<file path="config.mk">
export PLATFORM = sky130hd
export DESIGN_NAME = press_conditioner_flat
export DESIGN_NICKNAME = d
export VERILOG_FILES = /design/src/rtl/press_conditioner_if.sv /design/src/rtl/press_conditioner.sv /design/src/flat_wrapper.sv
export SDC_FILE = /design/constraint.sdc
export NUM_CORES = 1
export LEC_CHECK = 0
export CAP_MARGIN = 30
export CORE_AREA = 4 4 41 43
export CTS_CLUSTER_SIZE = 14
export DETAILED_ROUTE_END_ITERATION = 12
export DIE_AREA = 0 0 45 47
export GPL_TIMING_DRIVEN = 0
export PLACE_DENSITY = 0.41
export SYNTH_ARGS = -nofsm -noshare
export SYNTH_HDL_FRONTEND = slang
export SYNTH_SLANG_ARGS = --single-unit
export TNS_END_PERCENT = 1
</file>
<file path="constraint.sdc">
create_clock -name clk -period 1.4 [get_ports clk]
set_clock_uncertainty 0.2 [all_clocks]
set_input_delay 0.28 -clock clk [delete_from_list [all_inputs] [get_ports clk]]
set_output_delay 0.28 -clock clk [all_outputs]
set_load 0.01 [all_outputs]
</file>
<file path="src/rtl/press_conditioner_if.sv">
// Key/press bus for press_conditioner: raw active-low keys and freeze in,
// press pulses and debounced levels out.
interface press_conditioner_if;
  logic key_l_n;
  logic key_r_n;
  logic freeze;
  logic L;
  logic R;
  logic held_l;
  logic held_r;

  modport master (
    output key_l_n, key_r_n, freeze,
    input  L, R, held_l, held_r
  );

  modport slave (
    input  key_l_n, key_r_n, freeze,
    output L, R, held_l, held_r
  );
endinterface

</file>
<file path="src/rtl/press_conditioner.sv">
// Tug-of-war key front end: per-channel 2-FF sync, optional debounce FSM
// (enabled by DEBOUNCE_EN), and freeze-gated one-cycle press pulses.
module press_conditioner #(
  parameter int unsigned DEBOUNCE_CYCLES = 4
) (
  input  logic               clk,
  input  logic               reset,
  press_conditioner_if.slave bus
);

  localparam int unsigned NCH = 2;

  // Elaboration-time legality check on the debounce length.
  if (DEBOUNCE_CYCLES < 1) begin : g_bad_param
    $error("press_conditioner: DEBOUNCE_CYCLES must be >= 1");
  end

  logic [NCH-1:0] key_n;
  logic [NCH-1:0] sync1;
  logic [NCH-1:0] s;
  logic [NCH-1:0] press_q;
  logic [NCH-1:0] held_q;

  assign key_n      = {bus.key_r_n, bus.key_l_n};
  assign bus.L      = press_q[0];
  assign bus.R      = press_q[1];
  assign bus.held_l = held_q[0];
  assign bus.held_r = held_q[1];

  // Two-flop synchronizer; keys inverted so s=1 means pressed.
  always_ff @(posedge clk) begin
    if (reset) begin
      sync1 <= '0;
      s     <= '0;
    end else begin
      sync1 <= ~key_n;
      s     <= sync1;
    end
  end

`ifdef DEBOUNCE_EN
  typedef enum logic [1:0] {
    RELEASED     = 2'd0,
    PRESS_PEND   = 2'd1,
    PRESSED      = 2'd2,
    RELEASE_PEND = 2'd3
  } state_t;

  localparam int unsigned         CNT_W    = $clog2(DEBOUNCE_CYCLES + 1);
  localparam logic [CNT_W-1:0]    CNT_LAST = CNT_W'(DEBOUNCE_CYCLES - 1);
  localparam bit                  SINGLE   = (DEBOUNCE_CYCLES == 1);

  for (genvar i = 0; i < NCH; i++) begin : g_ch
    state_t           state;
    state_t           state_nx;
    logic [CNT_W-1:0] cnt;
    logic [CNT_W-1:0] cnt_nx;
    logic             press_c;
    logic             held_c;
    logic             press_r;
    logic             held_r;

    always_ff @(posedge clk) begin
      if (reset) begin
        state <= RELEASED;
        cnt   <= '0;
      end else begin
        state <= state_nx;
        cnt   <= cnt_nx;
      end
    end

    always_comb begin
      state_nx = state;
      cnt_nx   = cnt;
      case (state)
        RELEASED: begin
          if (s[i]) begin
            if (SINGLE) begin
              state_nx = PRESSED;
              cnt_nx   = '0;
            end else begin
              state_nx = PRESS_PEND;
              cnt_nx   = CNT_W'(1);
            end
          end
        end
        PRESS_PEND: begin
          if (!s[i]) begin
            state_nx = RELEASED;
            cnt_nx   = '0;
          end else if (cnt == CNT_LAST) begin
            state_nx = PRESSED;
            cnt_nx   = '0;
          end else begin
            cnt_nx = cnt + CNT_W'(1);
          end
        end
        PRESSED: begin
          if (!s[i]) begin
            if (SINGLE) begin
              state_nx = RELEASED;
              cnt_nx   = '0;
            end else begin
              state_nx = RELEASE_PEND;
              cnt_nx   = CNT_W'(1);
            end
          end
        end
        RELEASE_PEND: begin
          if (s[i]) begin
            state_nx = PRESSED;
            cnt_nx   = '0;
          end else if (cnt == CNT_LAST) begin
            state_nx = RELEASED;
            cnt_nx   = '0;
          end else begin
            cnt_nx = cnt + CNT_W'(1);
          end
        end
        default: begin
          state_nx = RELEASED;
          cnt_nx   = '0;
        end
      endcase
    end

    // Only a fresh press (not a release-bounce recovery) produces a pulse.
    always_comb begin
      press_c = 1'b0;
      held_c  = 1'b0;
      if ((state_nx == PRESSED) && ((state == RELEASED) || (state == PRESS_PEND)))
        press_c = 1'b1;
      if ((state_nx == PRESSED) || (state_nx == RELEASE_PEND))
        held_c = 1'b1;
    end

    always_ff @(posedge clk) begin
      if (reset) begin
        press_r <= 1'b0;
        held_r  <= 1'b0;
      end else begin
        press_r <= press_c & ~bus.freeze;
        held_r  <= held_c;
      end
    end

    assign press_q[i] = press_r;
    assign held_q[i]  = held_r;
  end
`else
  logic [NCH-1:0] s_prev;
  logic [NCH-1:0] press_r;

  // Undebounced: rising edge of the synced level, gated by freeze.
  always_ff @(posedge clk) begin
    if (reset) begin
      s_prev  <= '0;
      press_r <= '0;
    end else begin
      s_prev  <= s;
      press_r <= s & ~s_prev & {NCH{~bus.freeze}};
    end
  end

  assign press_q = press_r;
  assign held_q  = s;
`endif

endmodule

</file>
<file path="src/flat_wrapper.sv">
// flat-port wrapper written by rule: the top's interface ports become plain ports
module press_conditioner_flat 
#(
  parameter int unsigned DEBOUNCE_CYCLES = 4
)
  (clk, reset, bus_key_l_n, bus_key_r_n, bus_freeze, bus_L, bus_R, bus_held_l, bus_held_r);
  press_conditioner_if bus_i ();
  input  logic clk;
  input  logic reset;
  input wire logic [$bits(bus_i.key_l_n)-1:0] bus_key_l_n;
  input wire logic [$bits(bus_i.key_r_n)-1:0] bus_key_r_n;
  input wire logic [$bits(bus_i.freeze)-1:0] bus_freeze;
  output wire logic [$bits(bus_i.L)-1:0] bus_L;
  output wire logic [$bits(bus_i.R)-1:0] bus_R;
  output wire logic [$bits(bus_i.held_l)-1:0] bus_held_l;
  output wire logic [$bits(bus_i.held_r)-1:0] bus_held_r;
  assign bus_i.key_l_n = bus_key_l_n;
  assign bus_i.key_r_n = bus_key_r_n;
  assign bus_i.freeze = bus_freeze;
  assign bus_L = bus_i.L;
  assign bus_R = bus_i.R;
  assign bus_held_l = bus_i.held_l;
  assign bus_held_r = bus_i.held_r;
  press_conditioner #(.DEBOUNCE_CYCLES(DEBOUNCE_CYCLES)) u_core (.clk(clk), .reset(reset), .bus(bus_i));
endmodule
</file>
==> metrics.txt <==
number of max-cap violations 0; share of layout cells above drive strength 1 25.93%; Final Cell Area 336.6 sq um; cell with the most instances after synthesis dfxtp_1; Final TNS setup 0 ps; top post-synthesis cells by area dfxtp_1 73%, and2b_2 16%, nor4b_1 8.0%; Initial DRT Pass Iterations 1; io pins 9; Seq/Total Area, Yosys 72.73%; Core Box Area 1301 sq um; Die X 45 um; fillcell total 144; H-tree Lvls 1; WP depth 1; remaining antenna violation count after routing 0; worst-path cell chain dlygate4sd2_1; crit path time final 1323 ps; Syn Area/Cell 13.76 sq um; Rows 13; Sink Count 8; hold depth 1; initial antenna violation count 0; first-pass GRT wire length 572 um; critical path launch point u_core.held_q[0]; Setup Fix Bufs, Post-CTS 0; Tightest Pin Transition 219.9 ps; CP arrival 840 ps; number of flops mapped to enable cells by yosys 0; Hold-fix buffers, CTS 0; grt ovf 0; yosys warns 0; nets@finish 34; most frequent cells after synthesis 8 x dfxtp_1, 4 x and2b_2, 2 x nor2_1, 2 x nor4b_1; Setup WS post-layout 76.51 ps; fin. max-slew vios 0; Placement Cell Area 319.1 sq um; CTS tree done; WL/cell 7.405 um; RSZ-0062 raised after global routing false; clock latency on the worst-skew pair 250 ps; Slew headroom 85.14%; via count 147; ys flop type dfxtp_1; Critical Path Fanout Max 3; Clock Tree Buf Depth 2; vias in the first global route 143; die area 2115 sq um; Starting DRT DRC Count 0; Die Ht 47 um; final hold slack 191.2 ps; Vias/cell 3.500; Cell Pwr Density 1287 nW/um^2; Critical-path top delay cell dfxtp_1; Hold Violations, Final 0; Place WS -40.80 ps; GPL Wtd Cong 0.5308; root buffer cell clkbuf_4; Post-Route WL 311 um; largest net degree at the start of global routing 9; I/O Buffers 8; Initial Util 16.92%; FMAX 755.6 MHz; flop and latch count out of synthesis 8; final setup fails 0; gr usage total 4.434%; # DRC 0; endpoint class of the critical path primary output; CP top delay family flip-flops; CP Buf/Inv Count 1; FF-to-FF Start u_core.s_prev[1]; worst min-delay path class flop to flop; Lkg Pwr 0.1542 nW; fin util 25.87%; Worst R2R Path Depth 1; FFs w/ async S/R, synth 0%; Hold Path Origin u_core.s_prev[1]; slowest stage delay, CP 330 ps; Mapped Nets 21; cts bufs inserted 3; critical path data required time 920 ps; crit path kind flop to primary output; Synth Instances 16; cell taking the most area after synthesis dfxtp_1; Synth top area share 72.73%; status completed; Setup crit start kind flop; post-synthesis cell type count 4; Reg clk slew, reported paths 50 ps; antenna cells 0; Max VDD drop 543.6 uV; P&R area growth vs syn 52.84%; Tcrit/Tclk final 94.54%; mapped cell area 220.2 sq um
cell usage in the layout, fill, tap and decap left out:
| cell | Yosys | routed |
|---|---|---|
| dlygate4sd2_1 | 0 | 4 |
| nor2_1 | 2 | 2 |
| dfxtp_1 | 8 | 8 |
| and2b_2 | 4 | 4 |
| clkdlybuf4s50_1 | 0 | 4 |
| nor4b_1 | 2 | 2 |
| clkbuf_4 | 0 | 3 |
metrics by stage:
step,total power [W],instances
after floorplan,0.0002507,16
after global placement,0.0002712,39
after detailed placement,0.0002716,39
after CTS,0.0004454,42
after global routing,0.0004627,42
final,0.0004332,42
state kept, by name (all words and copies together), names as in the netlist:
name and flops:
u_core.press_q 2, u_core.held_q 2, u_core.sync1 2, u_core.s_prev 2
cell families (layout without fill, tap and decap cells):
| logic type | count (synthesis) | in the layout | share of synthesized area, % |
|---|---|---|---|
| AND/OR/NAND/NOR | 8 | 8 | 27.27 |
| flip-flops | 8 | 8 | 72.73 |
| buffers and inverters | 0 | 11 | 0 |
routing by layer:
layer | track usage (%) | part of all wire [%]
met2 | 5.085 | 38
met5 | 0 | 0
met4 | 3.509 | 0
met1 | 3.890 | 41
met3 | 5.747 | 21
where the power goes:
part,internal (W),switching [W]
logic,0.0000178,0.00000799
clock network,0.0000976,0.0000717
registers,0.000236,0.00000219
total,0.000351,0.0000819
path summary, 6_finish.rpt:
kind	endpoint	slack (ps)
worst min register to register	u_core.press_q[1]	190
worst max register to register	u_core.press_q[1]	550
worst max-delay path	bus_held_l	80
worst min-delay path	u_core.press_q[1]	190
cell type report:
cell class | instances | area, sq um | share of cell area [%]
sequential | 8 | 160.2 | 47.58
timing repair buffer | 8 | 75.07 | 22.30
multi-input combinational | 8 | 60.06 | 17.84
clock buffer | 3 | 22.52 | 6.691
tap | 15 | 18.77 | 5.576
timing repair:
item                                    4_1_cts  5_1_grt
endpoints found under the hold margin         0        0
resized for setup                             4        0
endpoints found under the setup margin        4        0
(Power assumes the default switching activity.)
